==> config.mk <==
export PLATFORM = sky130hd
export DESIGN_NAME = multicycle_ctrl_flat
export DESIGN_NICKNAME = d
export VERILOG_FILES = /design/src/rtl/multicycle_ctrl_pkg.sv /design/src/rtl/multicycle_ctrl_if.sv /design/src/rtl/multicycle_ctrl.sv /design/src/flat_wrapper.sv
export SDC_FILE = /design/constraint.sdc
export NUM_CORES = 1
export LEC_CHECK = 0
export BUFFER_PORTS_ARGS = -buffer_cell sky130_fd_sc_hd__buf_4
export CAP_MARGIN = 0
export CORE_MARGIN = 4
export CORE_UTILIZATION = 40
export CTS_CLUSTER_SIZE = 25
export DETAILED_ROUTE_END_ITERATION = 10
export GPL_ROUTABILITY_DRIVEN = 0
export HOLD_SLACK_MARGIN = 0.12
export MAX_ROUTING_LAYER = met4
export PLACE_DENSITY = 0.73
export SLEW_MARGIN = 20
export SYNTH_ARGS = -nofsm -noshare
export SYNTH_HDL_FRONTEND = slang
export SYNTH_SLANG_ARGS = --single-unit
==> constraint.sdc <==
create_clock -name clk -period 2.88 [get_ports clk]
set_input_delay 0.144 -clock clk [delete_from_list [all_inputs] [get_ports clk]]
set_output_delay 0.144 -clock clk [all_outputs]
set_load 0.02 [all_outputs]
==> src/rtl/multicycle_ctrl_pkg.sv <==
// Shared encodings for the multicycle MIPS control FSM and the datapath muxes it steers.
package mc_ctrl_pkg;

  typedef enum logic [3:0] {
    S_FETCH  = 4'd0,
    S_DECODE = 4'd1,
    S_MEMADR = 4'd2,
    S_MEMRD  = 4'd3,
    S_MEMWB  = 4'd4,
    S_MEMWR  = 4'd5,
    S_EXEC   = 4'd6,
    S_ALUWB  = 4'd7,
    S_BRANCH = 4'd8,
    S_ADDIEX = 4'd9,
    S_ADDIWB = 4'd10,
    S_JUMP   = 4'd11,
    S_JAL    = 4'd12
  } state_e;

  localparam logic [5:0] OP_RTYPE = 6'b000000;
  localparam logic [5:0] OP_LW    = 6'b100011;
  localparam logic [5:0] OP_SW    = 6'b101011;
  localparam logic [5:0] OP_BEQ   = 6'b000100;
  localparam logic [5:0] OP_ADDI  = 6'b001000;
  localparam logic [5:0] OP_J     = 6'b000010;
  localparam logic [5:0] OP_JAL   = 6'b000011;

  localparam logic [1:0] RD_RT = 2'b00;
  localparam logic [1:0] RD_RD = 2'b01;
  localparam logic [1:0] RD_RA = 2'b10;

  localparam logic [1:0] M2R_ALUOUT = 2'b00;
  localparam logic [1:0] M2R_MDR    = 2'b01;
  localparam logic [1:0] M2R_PC     = 2'b10;

  localparam logic [1:0] SRCB_B       = 2'b00;
  localparam logic [1:0] SRCB_FOUR    = 2'b01;
  localparam logic [1:0] SRCB_IMM     = 2'b10;
  localparam logic [1:0] SRCB_IMM_SH2 = 2'b11;

  localparam logic [1:0] ALUOP_ADD   = 2'b00;
  localparam logic [1:0] ALUOP_SUB   = 2'b01;
  localparam logic [1:0] ALUOP_FUNCT = 2'b10;

  localparam logic [1:0] PCSRC_ALU    = 2'b00;
  localparam logic [1:0] PCSRC_ALUOUT = 2'b01;
  localparam logic [1:0] PCSRC_JUMP   = 2'b10;

  typedef struct packed {
    logic       pc_wr;
    logic       pc_wr_cond;
    logic       ir_wr;
    logic       reg_wr;
    logic       mem_rd;
    logic       mem_wr;
    logic       iord;
    logic [1:0] reg_dst;
    logic [1:0] mem_to_reg;
    logic       alu_src_a;
    logic [1:0] alu_src_b;
    logic [1:0] alu_op;
    logic [1:0] pc_src;
    logic       instr_done;
    logic       illegal;
  } ctrl_t;

endpackage

==> src/rtl/multicycle_ctrl_if.sv <==
// Control bundle between the multicycle controller (slave) and the datapath/memory side (master).
interface multicycle_ctrl_if;
  logic [5:0] opcode;
  logic       zero;
  logic       mem_ready;
  logic       pc_wr;
  logic       pc_wr_cond;
  logic       ir_wr;
  logic       reg_wr;
  logic       mem_rd;
  logic       mem_wr;
  logic       iord;
  logic [1:0] reg_dst;
  logic [1:0] mem_to_reg;
  logic       alu_src_a;
  logic [1:0] alu_src_b;
  logic [1:0] alu_op;
  logic [1:0] pc_src;
  logic       instr_done;
  logic       illegal;
  logic [3:0] state;

  modport master (
    output opcode, zero, mem_ready,
    input  pc_wr, pc_wr_cond, ir_wr, reg_wr, mem_rd, mem_wr, iord, reg_dst,
           mem_to_reg, alu_src_a, alu_src_b, alu_op, pc_src, instr_done,
           illegal, state
  );

  modport slave (
    input  opcode, zero, mem_ready,
    output pc_wr, pc_wr_cond, ir_wr, reg_wr, mem_rd, mem_wr, iord, reg_dst,
           mem_to_reg, alu_src_a, alu_src_b, alu_op, pc_src, instr_done,
           illegal, state
  );
endinterface

==> src/rtl/multicycle_ctrl.sv <==
// Main control FSM of the multicycle MIPS datapath: Moore-decoded selects and enables,
// with fetch and data-memory states stretched until mem_ready.
module multicycle_ctrl
  import mc_ctrl_pkg::*;
(
  input  logic             clk,
  input  logic             rst_n,
  multicycle_ctrl_if.slave bus
);

  state_e state_q;
  state_e state_d;
  ctrl_t  dec_s;
  ctrl_t  out_s;

  // State register with synchronous active-low reset.
  always_ff @(posedge clk) begin
    if (!rst_n) begin
      state_q <= S_FETCH;
    end else begin
      state_q <= state_d;
    end
  end

  // Next-state and output decode from the current state.
  always_comb begin
    state_d = S_FETCH;
    dec_s   = '0;
    case (state_q)
      S_FETCH: begin
        dec_s.mem_rd    = 1'b1;
        dec_s.alu_src_b = SRCB_FOUR;
        dec_s.ir_wr     = bus.mem_ready;
        dec_s.pc_wr     = bus.mem_ready;
        state_d         = bus.mem_ready ? S_DECODE : S_FETCH;
      end
      S_DECODE: begin
        dec_s.alu_src_b = SRCB_IMM_SH2;
        case (bus.opcode)
          OP_LW, OP_SW: state_d = S_MEMADR;
          OP_RTYPE:     state_d = S_EXEC;
          OP_BEQ:       state_d = S_BRANCH;
          OP_ADDI:      state_d = S_ADDIEX;
          OP_J:         state_d = S_JUMP;
          OP_JAL:       state_d = S_JAL;
          default: begin
            dec_s.illegal = 1'b1;
            state_d       = S_FETCH;
          end
        endcase
      end
      S_MEMADR: begin
        dec_s.alu_src_a = 1'b1;
        dec_s.alu_src_b = SRCB_IMM;
        state_d         = (bus.opcode == OP_LW) ? S_MEMRD : S_MEMWR;
      end
      S_MEMRD: begin
        dec_s.mem_rd = 1'b1;
        dec_s.iord   = 1'b1;
        state_d      = bus.mem_ready ? S_MEMWB : S_MEMRD;
      end
      S_MEMWB: begin
        dec_s.reg_wr     = 1'b1;
        dec_s.reg_dst    = RD_RT;
        dec_s.mem_to_reg = M2R_MDR;
        dec_s.instr_done = 1'b1;
      end
      S_MEMWR: begin
        dec_s.mem_wr     = 1'b1;
        dec_s.iord       = 1'b1;
        dec_s.instr_done = bus.mem_ready;
        state_d          = bus.mem_ready ? S_FETCH : S_MEMWR;
      end
      S_EXEC: begin
        dec_s.alu_src_a = 1'b1;
        dec_s.alu_src_b = SRCB_B;
        dec_s.alu_op    = ALUOP_FUNCT;
        state_d         = S_ALUWB;
      end
      S_ALUWB: begin
        dec_s.reg_wr     = 1'b1;
        dec_s.reg_dst    = RD_RD;
        dec_s.mem_to_reg = M2R_ALUOUT;
        dec_s.instr_done = 1'b1;
      end
      S_BRANCH: begin
        dec_s.alu_src_a  = 1'b1;
        dec_s.alu_src_b  = SRCB_B;
        dec_s.alu_op     = ALUOP_SUB;
        dec_s.pc_src     = PCSRC_ALUOUT;
        dec_s.pc_wr_cond = 1'b1;
        dec_s.instr_done = 1'b1;
      end
      S_ADDIEX: begin
        dec_s.alu_src_a = 1'b1;
        dec_s.alu_src_b = SRCB_IMM;
        dec_s.alu_op    = ALUOP_ADD;
        state_d         = S_ADDIWB;
      end
      S_ADDIWB: begin
        dec_s.reg_wr     = 1'b1;
        dec_s.reg_dst    = RD_RT;
        dec_s.mem_to_reg = M2R_ALUOUT;
        dec_s.instr_done = 1'b1;
      end
      S_JUMP: begin
        dec_s.pc_wr      = 1'b1;
        dec_s.pc_src     = PCSRC_JUMP;
        dec_s.instr_done = 1'b1;
      end
      // PC already holds PC+4 here, so $31 gets the return address on the jump edge.
      S_JAL: begin
        dec_s.pc_wr      = 1'b1;
        dec_s.pc_src     = PCSRC_JUMP;
        dec_s.reg_wr     = 1'b1;
        dec_s.reg_dst    = RD_RA;
        dec_s.mem_to_reg = M2R_PC;
        dec_s.instr_done = 1'b1;
      end
      default: begin
        state_d = S_FETCH;
      end
    endcase
  end

  // Reset gates every control output in the same cycle it is asserted.
  always_comb begin
    if (rst_n) begin
      out_s = dec_s;
    end else begin
      out_s = '0;
    end
  end

  assign bus.pc_wr      = out_s.pc_wr;
  assign bus.pc_wr_cond = out_s.pc_wr_cond;
  assign bus.ir_wr      = out_s.ir_wr;
  assign bus.reg_wr     = out_s.reg_wr;
  assign bus.mem_rd     = out_s.mem_rd;
  assign bus.mem_wr     = out_s.mem_wr;
  assign bus.iord       = out_s.iord;
  assign bus.reg_dst    = out_s.reg_dst;
  assign bus.mem_to_reg = out_s.mem_to_reg;
  assign bus.alu_src_a  = out_s.alu_src_a;
  assign bus.alu_src_b  = out_s.alu_src_b;
  assign bus.alu_op     = out_s.alu_op;
  assign bus.pc_src     = out_s.pc_src;
  assign bus.instr_done = out_s.instr_done;
  assign bus.illegal    = out_s.illegal;
  assign bus.state      = state_q;

endmodule

==> src/flat_wrapper.sv <==
// flat-port wrapper written by rule: the top's interface ports become plain ports
module multicycle_ctrl_flat import mc_ctrl_pkg::*;
  (clk, rst_n, bus_opcode, bus_zero, bus_mem_ready, bus_pc_wr, bus_pc_wr_cond, bus_ir_wr, bus_reg_wr, bus_mem_rd, bus_mem_wr, bus_iord, bus_reg_dst, bus_mem_to_reg, bus_alu_src_a, bus_alu_src_b, bus_alu_op, bus_pc_src, bus_instr_done, bus_illegal, bus_state);
  multicycle_ctrl_if bus_i ();
  input  logic clk;
  input  logic rst_n;
  input wire logic [$bits(bus_i.opcode)-1:0] bus_opcode;
  input wire logic [$bits(bus_i.zero)-1:0] bus_zero;
  input wire logic [$bits(bus_i.mem_ready)-1:0] bus_mem_ready;
  output wire logic [$bits(bus_i.pc_wr)-1:0] bus_pc_wr;
  output wire logic [$bits(bus_i.pc_wr_cond)-1:0] bus_pc_wr_cond;
  output wire logic [$bits(bus_i.ir_wr)-1:0] bus_ir_wr;
  output wire logic [$bits(bus_i.reg_wr)-1:0] bus_reg_wr;
  output wire logic [$bits(bus_i.mem_rd)-1:0] bus_mem_rd;
  output wire logic [$bits(bus_i.mem_wr)-1:0] bus_mem_wr;
  output wire logic [$bits(bus_i.iord)-1:0] bus_iord;
  output wire logic [$bits(bus_i.reg_dst)-1:0] bus_reg_dst;
  output wire logic [$bits(bus_i.mem_to_reg)-1:0] bus_mem_to_reg;
  output wire logic [$bits(bus_i.alu_src_a)-1:0] bus_alu_src_a;
  output wire logic [$bits(bus_i.alu_src_b)-1:0] bus_alu_src_b;
  output wire logic [$bits(bus_i.alu_op)-1:0] bus_alu_op;
  output wire logic [$bits(bus_i.pc_src)-1:0] bus_pc_src;
  output wire logic [$bits(bus_i.instr_done)-1:0] bus_instr_done;
  output wire logic [$bits(bus_i.illegal)-1:0] bus_illegal;
  output wire logic [$bits(bus_i.state)-1:0] bus_state;
  assign bus_i.opcode = bus_opcode;
  assign bus_i.zero = bus_zero;
  assign bus_i.mem_ready = bus_mem_ready;
  assign bus_pc_wr = bus_i.pc_wr;
  assign bus_pc_wr_cond = bus_i.pc_wr_cond;
  assign bus_ir_wr = bus_i.ir_wr;
  assign bus_reg_wr = bus_i.reg_wr;
  assign bus_mem_rd = bus_i.mem_rd;
  assign bus_mem_wr = bus_i.mem_wr;
  assign bus_iord = bus_i.iord;
  assign bus_reg_dst = bus_i.reg_dst;
  assign bus_mem_to_reg = bus_i.mem_to_reg;
  assign bus_alu_src_a = bus_i.alu_src_a;
  assign bus_alu_src_b = bus_i.alu_src_b;
  assign bus_alu_op = bus_i.alu_op;
  assign bus_pc_src = bus_i.pc_src;
  assign bus_instr_done = bus_i.instr_done;
  assign bus_illegal = bus_i.illegal;
  assign bus_state = bus_i.state;
  multicycle_ctrl u_core (.clk(clk), .rst_n(rst_n), .bus(bus_i));
endmodule
==> run_results.csv, run 1 <==
group,metric,value,unit
timing,max_slew.worst_pin.slew,0.721,ns
routing,drt-initial-drc-count,7,
synthesis,synth_xor_area_frac,0.0686,
clock_network,clockBufferDepth,2,
grt,track_usage,0.164,
grt,grt_pass1_wl,2.72,mm
synthesis,synth-adder-area-share,0,
grt,grt-ovfl-total,0,
critical_path,worstPathArrival,1.88,ns
power,pwr-share-clk,0.343,
timing,fin_crit,2.03,ns
synthesis,ys_seq_elements,4,
cells_and_area,syn2layout_area_growth,35.5,%
power,ir_drop,0.215,mV
cells_and_area,mostFrequentLayoutCells,"buf_4, nor2_1, nand2_1",
critical_path,critical_path_class,"reg -> out",
timing,finalCritPeriodShare,0.704,
critical_path,worstPathMaxFanout,18,
cells_and_area,largest_reg_flops,4,
synthesis,synth_simple_gate_area_frac,0.457,
die,die_area,0.00230,mm²
clock_network,cts_inserted_buffers,3,
routing,avgViaCountPerCell,5.59,
routing,ant_nets,0,
synthesis,synth_seq_area_share,0.125,
die,rows,14,
power,p_seq_frac,0.315,
placed_design,dp_slack,1.10,ns
die,io_pins,34,
die,die_w,47.9,µm
timing,tns,0,ns
clock_network,path_clk_slew,0.04,ns
power,p_int,134,µW
timing,skew,0.00689,ns
timing,hold_viol_final,0,
synthesis,avgSynthCellArea,6.58,µm²
timing,rsz0062_at_grt,"false",
clock_network,ctsHoldBuffers,0,
run_status,status,"complete, no violations",
synthesis,synth_top_family_by_area,"simple AND/OR/NAND/NOR gates",
synthesis,syn_area,638,µm²
synthesis,yosysTopAreaCell,"dfxtp_1",
cells_and_area,drive_gt1_frac,0.311,
synthesis,syn_inst,97,
timing,hold_slack,0.256,ns
power,p_per_area,231,mW/mm²
timing,timing.slew.headroom,0.519,
cells_and_area,nNetsFinal,134,
grt,grt_max_degree,23,
grt,antenna_found_initial,0,
synthesis,synth_cell_types,39,
cells_and_area,layout_commonest_cell,"buf_4",
routing,wirelength,1.76,mm
synthesis,synthTopCellsByArea,"dfxtp_1, nand2_1, nor2_1",
critical_path,cp-start-kind,"flip-flop",
timing,setup_slack,0.854,ns
routing,vias,772,
flow_run,maxCapViolations,0,
die,die_y,47.9,µm
synthesis,yosys_warnings,0,
die,initial_utilization,0.424,
placed_design,portBuffers,32,
synthesis,synth_compound_area_frac,0.233,
synthesis,synth.net_count,107,
synthesis,netlist.area_leader.share,0.125,
clock_network,h-tree-depth,1,
clock_network,clk_latency,0.23,ns
power,p_sw,65.2,µW
routing,firstDrtPassIters,4,
clock_network,post-cts-setup-buffer-count,0,
die,core,0.00151,mm²
timing,fmax,494,MHz
clock_network,cts_resized,0,
routing,post_drt_wl_per_cell,12.8,µm
power,swShare,0.327,
worst_hold_path,hold_path_class,"in -> reg",
placed_design,hpwlAfterDp,1.33,mm
clock_network,cts_tree,"done",
power,power,199,µW
clock_network,clockRootBuffer,"clkbuf_4",
clock_network,cts.sinks,4,
power,leakage,0.000367,µW
critical_path,crit_required,2.74,ns
cells_and_area,num_antenna_cells,0,
grt,first_global_vias,597,
power,comb_power_share,0.342,
routing,drc,0,
critical_path,worstSetupEndpointType,"output pin",
timing,slew_viol_final,0,
synthesis,synth_mux_area_frac,0.0157,
timing,setup_violations,0,
-- metrics by stage --
stage                      util  area, µm²  std cells
after floorplan               -        638         97
after global placement    0.559        842        135
after detailed placement  0.559        842        135
after CTS                 0.574        865        138
after global routing      0.574        865        138
final                     0.574        865        138
-- synthesized netlist by cell type (all sizes together) --
master   number
clkbuf        4
mux2i         1
xnor2         4
buf           6
or2           1
or4           1
nor2b         3
nand3         1
and4          1
o32a          1
a32oi         1
or3           2
a21oi         6
a21boi        1
nand2b        4
and3          2
nor3          6
inv           2
nor2         13
a2111oi       1
o311ai        1
o31ai         2
nor4          2
xor2          1
or3b          1
o2111a        1
o21ai         6
nand4b        1
a221o         1
nand2        11
nor3b         4
dfxtp         4
a311oi        1
-- logic make-up after synthesis --
logic type	after synthesis
buffers and inverters	12
multiplexers	1
AND/OR/NAND/NOR	53
flip-flops	4
AO/OA/AOI/OAI	22
XOR/XNOR	5
-- routing by layer --
| metal | vias up | share of wire | track usage |
|---|---|---|---|
| met1 | 343 | 0.45 | 0.208 |
| met4 | 0 | 0 | 0 |
| li1 | 400 | - | - |
| met3 | 0 | 0.071 | 0.0451 |
| met2 | 29 | 0.48 | 0.274 |
| met5 | - | 0 | - |
-- worst paths after layout --
kind                                          start             endpoint  slack, ns  cells past startpoint
worst max-delay path            u_core.bus.state[1]           bus_reg_wr       0.85                      4
worst min-delay path                          rst_n  u_core.bus.state[3]       0.26                      2
worst max register to register  u_core.bus.state[1]  u_core.bus.state[2]       1.21                      4
worst min register to register  u_core.bus.state[0]  u_core.bus.state[3]       0.70                      1
-- final cells by class --
| class | instances | area (µm²) |
|---|---|---|
| multi-input combinational | 81 | 494 |
| sequential | 4 | 80.1 |
| tap | 16 | 20.0 |
| fill | 170 | 642 |
| inverter | 2 | 7.51 |
| clock buffer | 3 | 22.5 |
| timing repair buffer | 32 | 240 |
-- power by group through the flow --
stage	Clock, µW	Sequential, µW	Combinational [µW]
2_1_floorplan	0	61.1	40.1
3_3_place_gp	0	63.6	67.1
3_5_place_dp	0	63.6	68.0
4_1_cts	72.4	62.7	68.3
5_1_grt	75.2	63.5	74.7
6_report	68.3	62.8	68.2
-- critical path, stage by stage, from the launching register on --
cell and delay (ns):
dfxtp_1 0.73, nand2b_1 0.24, or3b_1 0.39, a21oi_1 0.12, buf_4 0.15
Power figures use the tool's default switching activity.
==> run 2, diff against run 1 <==
- ABC_AREA: not set -> 1
- CORE_UTILIZATION: 40 -> 38
- clock period: 2.88 -> 1.7 ns (I/O delays scaled with it)
==> run_results.csv, run 2 <==
group,metric,value,unit
cells_and_area,nNetsFinal,166,
power,ir_drop,0.334,mV
clock_network,cts_inserted_buffers,3,
synthesis,synth_seq_area_share,0.133,
critical_path,crit_start,"u_core.bus.state[2]",
cells_and_area,nFillCells,163,
power,leakage,0.000504,µW
critical_path,crit_required,1.62,ns
clock_network,clk_latency,0.23,ns
power,swShare,0.330,
critical_path,worstSetupEndpointType,"output pin",
critical_path,cp-start-kind,"flip-flop",
synthesis,synthArstFlopShare,0,
routing,firstDrtPassIters,4,
cells_and_area,final_cell_area,891,µm²
clock_network,clockBufferDepth,2,
synthesis,ys_seq_elements,4,
clock_network,h-tree-depth,1,
routing,drt-met1-wl,873,µm
clock_network,cts_tree,"done",
routing,route.met2.wl,922,µm
timing,rsz0062_at_grt,"false",
routing,post_drt_wl_per_cell,11.4,µm
grt,grt_max_degree,15,
routing,ant_nets,0,
critical_path,rr_startpoint,"u_core.bus.state[2]",
cells_and_area,largest_reg_flops,4,
critical_path,worstPathArrival,1.50,ns
cells_and_area,drive_gt1_frac,0.318,
power,p_seq_frac,0.310,
synthesis,synth_cell_types,18,
routing,top_layer_used,"met4",
worst_hold_path,hold_path_startpoint,"bus_mem_ready",
run_status,status,"complete, no violations",
power,p_per_area,366,mW/mm²
timing,setup_violations,0,
timing,finalCritPeriodShare,0.931,
synthesis,avgSynthCellArea,4.97,µm²
grt,antenna_found_initial,0,
die,die_w,47.8,µm
die,initial_utilization,0.400,
routing,vias,858,
die,core,0.00151,mm²
synthesis,synth_commonest_cells,"nor2_1, nand2_1, inv_1",
synthesis,synth_edf_count,0,
timing,fin_crit,1.58,ns
critical_path,worstPathMaxFanout,5,
critical_path,crit_end,"bus_instr_done",
cells_and_area,num_antenna_cells,0,
timing,skew,0.000750,ns
grt,grt-ovfl-total,0,
synthesis,synth.net_count,131,
clock_network,path_clk_slew,0.04,ns
routing,drc,0,
power,power,326,µW
clock_network,cts.sinks,4,
worst_hold_path,hold_path_class,"in -> reg",
cells_and_area,layout_commonest_cell,"buf_4",
routing,wirelength,1.93,mm
timing,hold_viol_final,0,
cells_and_area,multi_input_area,433,µm²
synthesis,syn_area,602,µm²
synthesis,synthTopCellsByArea,"nor2_1, nand2_1, dfxtp_1",
grt,first_global_vias,685,
timing,max_slew.worst_pin.slew,0.387,ns
routing,route.met3.wl,121,µm
cells_and_area,mostFrequentLayoutCells,"buf_4, nand2_1, nor2_1",
grt,track_usage,0.185,
die,die_area,0.00228,mm²
die,io_pins,34,
placed_design,placed_area,843,µm²
synthesis,synth_most_common_cell,"nor2_1",
timing,slew_viol_final,0,
cells_and_area,finish.utilization,0.591,
critical_path,rrSetupSlack,0.47,ns
synthesis,netlist.area_leader.share,0.175,
timing,tns,0,ns
synthesis,yosys_warnings,0,
die,die_y,47.8,µm
timing,fmax,632,MHz
synthesis,syn_inst,121,
cells_and_area,regArea,82.6,µm²
synthesis,yosysTopAreaCell,"nor2_1",
cells_and_area,syn2layout_area_growth,48.0,%
critical_path,critical_path_class,"reg -> out",
power,p_sw,107,µW
placed_design,portBuffers,32,
routing,avgViaCountPerCell,5.05,
power,comb_power_share,0.337,
power,p_int,219,µW
synthesis,synth_flop_cell,"dfxtp_1",
clock_network,clockRootBuffer,"clkbuf_4",
flow_run,maxCapViolations,0,
power,pwr-share-clk,0.352,
placed_design,hpwlAfterDp,1.57,mm
critical_path,r2r_cells,6,
timing,timing.slew.headroom,0.742,
grt,grt_pass1_wl,2.90,mm
die,rows,14,
clock_network,post-cts-setup-buffer-count,0,
routing,drt-initial-drc-count,24,
critical_path,regToRegEndpoint,"u_core.bus.state[0]",
-- run 2: changes by cell type after synthesis, sizes merged, moves of 4 or more --
cell / previous run / this run
inv: 2 / 22
nor3b: 4 / 0
nand2b: 4 / 0
nor2: 13 / 32
nand3: 1 / 12
xnor2: 4 / 0
buf: 6 / 2
nand2: 11 / 28
-- run 2: what timing repair did --
item,4_1_cts,5_1_grt
setup endpoints to repair,0,8
gates resized for setup,0,6
hold buffers,1,0
endpoints found under the hold margin,1,0
-- run 2: worst min-delay path by stage --
stage	end	cells after the start
5_1_grt	u_core.bus.state[0]	4
4_1_cts	u_core.bus.state[0]	4
2_1_floorplan	u_core.bus.state[2]	2
3_3_place_gp	u_core.bus.state[2]	3
3_5_place_dp	u_core.bus.state[2]	3
6_report	u_core.bus.state[0]	4
-- run 2: per-layer routing --
metal,vias up,track usage
met5,-,-
met4,0,0.0806
met3,2,0.0226
met2,28,0.266
met1,383,0.254
li1,445,-
-- run 2: power groups by stage --
stage | Sequential [µW] | Combinational (µW) | Clock (µW)
after global routing | 102 | 123 | 126
after detailed placement | 102 | 107 | 0
after CTS | 100 | 109 | 123
after floorplan | 104 | 57.0 | 0
after global placement | 102 | 105 | 0
final | 101 | 110 | 115
-- run 2: area by class of cell --
cell class | instances | area share
Multi-Input combinational cell | 92 | 0.486
Timing Repair Buffer | 33 | 0.281
Inverter | 22 | 0.0927
Sequential cell | 4 | 0.0927
Clock buffer | 3 | 0.0253
Tap cell | 16 | 0.0225
-- run 2: cells by family (layout without fill, tap and decap cells) --
group                  count (synthesis)  in the layout  synth area share
AOI/OAI and AO/OA                     17             17             0.150
and+or+nand+nor                       75             75             0.549
buffers and inverters                 25             58             0.168
DFF                                    4              4             0.133
-- run 2: stage by stage --
step / setup slack [ns] / instances / hold WS [ns]
detailed placement: 0.268 / 166 / 0.340
CTS: 0.00919 / 170 / 0.244
global placement: 0.275 / 166 / 0.333
global route: 0.0132 / 170 / 0.316
finish: 0.118 / 170 / 0.249
floorplan: 0.108 / 121 / 0.183
-- run 2: critical path, cell delays in order (launching register included) --
cell,delay [ns]
dfxtp_1,0.43
inv_1,0.15
nor2_4,0.15
nand2_2,0.11
nor2_1,0.12
o21ai_0,0.10
nand2_1,0.07
buf_4,0.13
==> run 3, diff against run 2 <==
- CTS_CLUSTER_DIAMETER: not set -> 150
- PLACE_DENSITY: 0.73 -> 0.84
==> run_results.csv, run 3 (synthesized netlist as in run 2, its figures left out) <==
group,metric,value,unit
critical_path,crit_slowest_cell,"dfxtp_1",
power,leakage,0.000504,µW
timing,skew,0.00132,ns
clock_network,cts_inserted_buffers,3,
die,die_area,0.00228,mm²
cells_and_area,largest_reg_flops,4,
run_status,status,"complete, no violations",
clock_network,h-tree-depth,1,
clock_network,clockRootBuffer,"clkbuf_4",
timing,fin_crit,1.54,ns
placed_design,portBuffers,32,
critical_path,r2r_cells,8,
routing,firstDrtPassIters,4,
clock_network,path_clk_slew,0.04,ns
critical_path,worstPathMaxFanout,4,
timing,tns,0,ns
grt,track_usage,0.168,
critical_path,worstPathArrival,1.45,ns
routing,ant_nets,0,
grt,grt-ovfl-total,0,
cells_and_area,num_antenna_cells,0,
timing,rsz0062_at_grt,"false",
routing,post_drt_wl_per_cell,10.6,µm
timing,timing.slew.headroom,0.736,
placed_design,hpwlAfterDp,1.46,mm
routing,avgViaCountPerCell,5.09,
cells_and_area,nNetsFinal,166,
timing,hold_slack,0.259,ns
die,io_pins,34,
timing,setup_violations,0,
timing,fmax,651,MHz
timing,slew_viol_final,0,
timing,max_slew.worst_pin.slew,0.396,ns
grt,first_global_vias,728,
worst_hold_path,hold_path_class,"in -> reg",
critical_path,crit_chain,"inv_1, nor3_1, inv_1, o21ai_0, buf_4",
die,rows,14,
clock_network,cts.sinks,4,
timing,hold_viol_final,0,
cells_and_area,drive_gt1_frac,0.305,
die,core,0.00151,mm²
critical_path,worstSetupEndpointType,"output pin",
cells_and_area,mostFrequentLayoutCells,"buf_4, nand2_1, nor2_1",
power,ir_drop,0.298,mV
die,initial_utilization,0.400,
routing,drc,0,
cells_and_area,syn2layout_area_growth,46.8,%
clock_network,clk_latency,0.23,ns
worst_hold_path,hold_depth,6,
critical_path,crit_top_cell,"inv_1",
die,die_w,47.8,µm
cells_and_area,nFillCells,162,
critical_path,crit_required,1.62,ns
routing,drt-initial-drc-count,23,
grt,grt_pass1_wl,2.75,mm
critical_path,cp-start-kind,"flip-flop",
power,p_per_area,366,mW/mm²
flow_run,maxCapViolations,0,
critical_path,critical_path_class,"reg -> out",
die,die_y,47.8,µm
routing,wirelength,1.80,mm
clock_network,cts_tree,"done",
clock_network,clockBufferDepth,2,
routing,vias,866,
critical_path,slowest_delay,0.42,ns
grt,antenna_found_initial,0,
timing,finalCritPeriodShare,0.903,
cells_and_area,layout_commonest_cell,"buf_4",
grt,grt_max_degree,15,
## run 3: cell types whose count changed in the layout (fill, tap and decap cells not counted)
cell / previous run / this run
nor2_1: 25 / 26
nor3_2: 2 / 1
nor3_1: 1 / 2
nor2_2: 5 / 4
## run 3: worst paths after layout
path | start | to | slack [ns]
worst max-delay path | u_core.bus.state[2] | bus_reg_wr | 0.16
worst min-delay path | bus_opcode[2] | u_core.bus.state[0] | 0.26
worst max register to register | u_core.bus.state[0] | u_core.bus.state[2] | 0.44
worst min register to register | u_core.bus.state[3] | u_core.bus.state[3] | 0.69
## run 3: layout make-up
class                      instances  area (µm²)  area share
multi-input combinational         92         425       0.482
timing repair buffer              33         250       0.283
sequential                         4        82.6      0.0935
inverter                          22        82.6      0.0935
clock buffer                       3        22.5      0.0255
tap                               16        20.0      0.0227
## run 3: through the flow
step / power, µW / instances / setup WS (ns) / cell area [µm²] / util
2_1_floorplan: 161 / 121 / 0.108 / 602 / -
3_3_place_gp: 205 / 166 / 0.319 / 843 / 0.560
3_5_place_dp: 207 / 166 / 0.328 / 843 / 0.560
4_1_cts: 331 / 170 / 0.0570 / 876 / 0.581
5_1_grt: 346 / 170 / 0.0106 / 883 / 0.586
6_report: 324 / 170 / 0.164 / 883 / 0.586
## run 3: routing by layer
| layer | GRT usage | wire (µm) | up-vias |
|---|---|---|---|
| met5 | - | 0 | - |
| met4 | 0.0860 | 14 | 0 |
| met3 | 0.0150 | 117 | 2 |
| met2 | 0.269 | 891 | 34 |
| met1 | 0.206 | 778 | 384 |
| li1 | - | - | 446 |
## run 3: worst max-delay path: cells and delay by family (launching register included)
kind	cells	cell delay (ns)
AO/OA/AOI/OAI	1	0.14
buffers and inverters	3	0.39
flip-flops	1	0.42
AND/OR/NAND/NOR	1	0.26
## run 3: what timing repair did
action / in CTS / in global routing
hold buffers: 1 / 0
gates resized for setup: 0 / 4
setup buffers: 0 / 0
endpoints found under the setup margin: 0 / 7
hold endpoints to repair: 1 / 0
## run 3: where the power goes
group / total [µW] / switching (µW) / internal [µW] / leakage [µW]
clock network: 114 / 35.7 / 78.8 / 0.0000138
registers: 101 / 4.56 / 96.6 / 0.0000335
logic: 108 / 65.1 / 42.9 / 0.000457
total: 324 / 105 / 218 / 0.000504
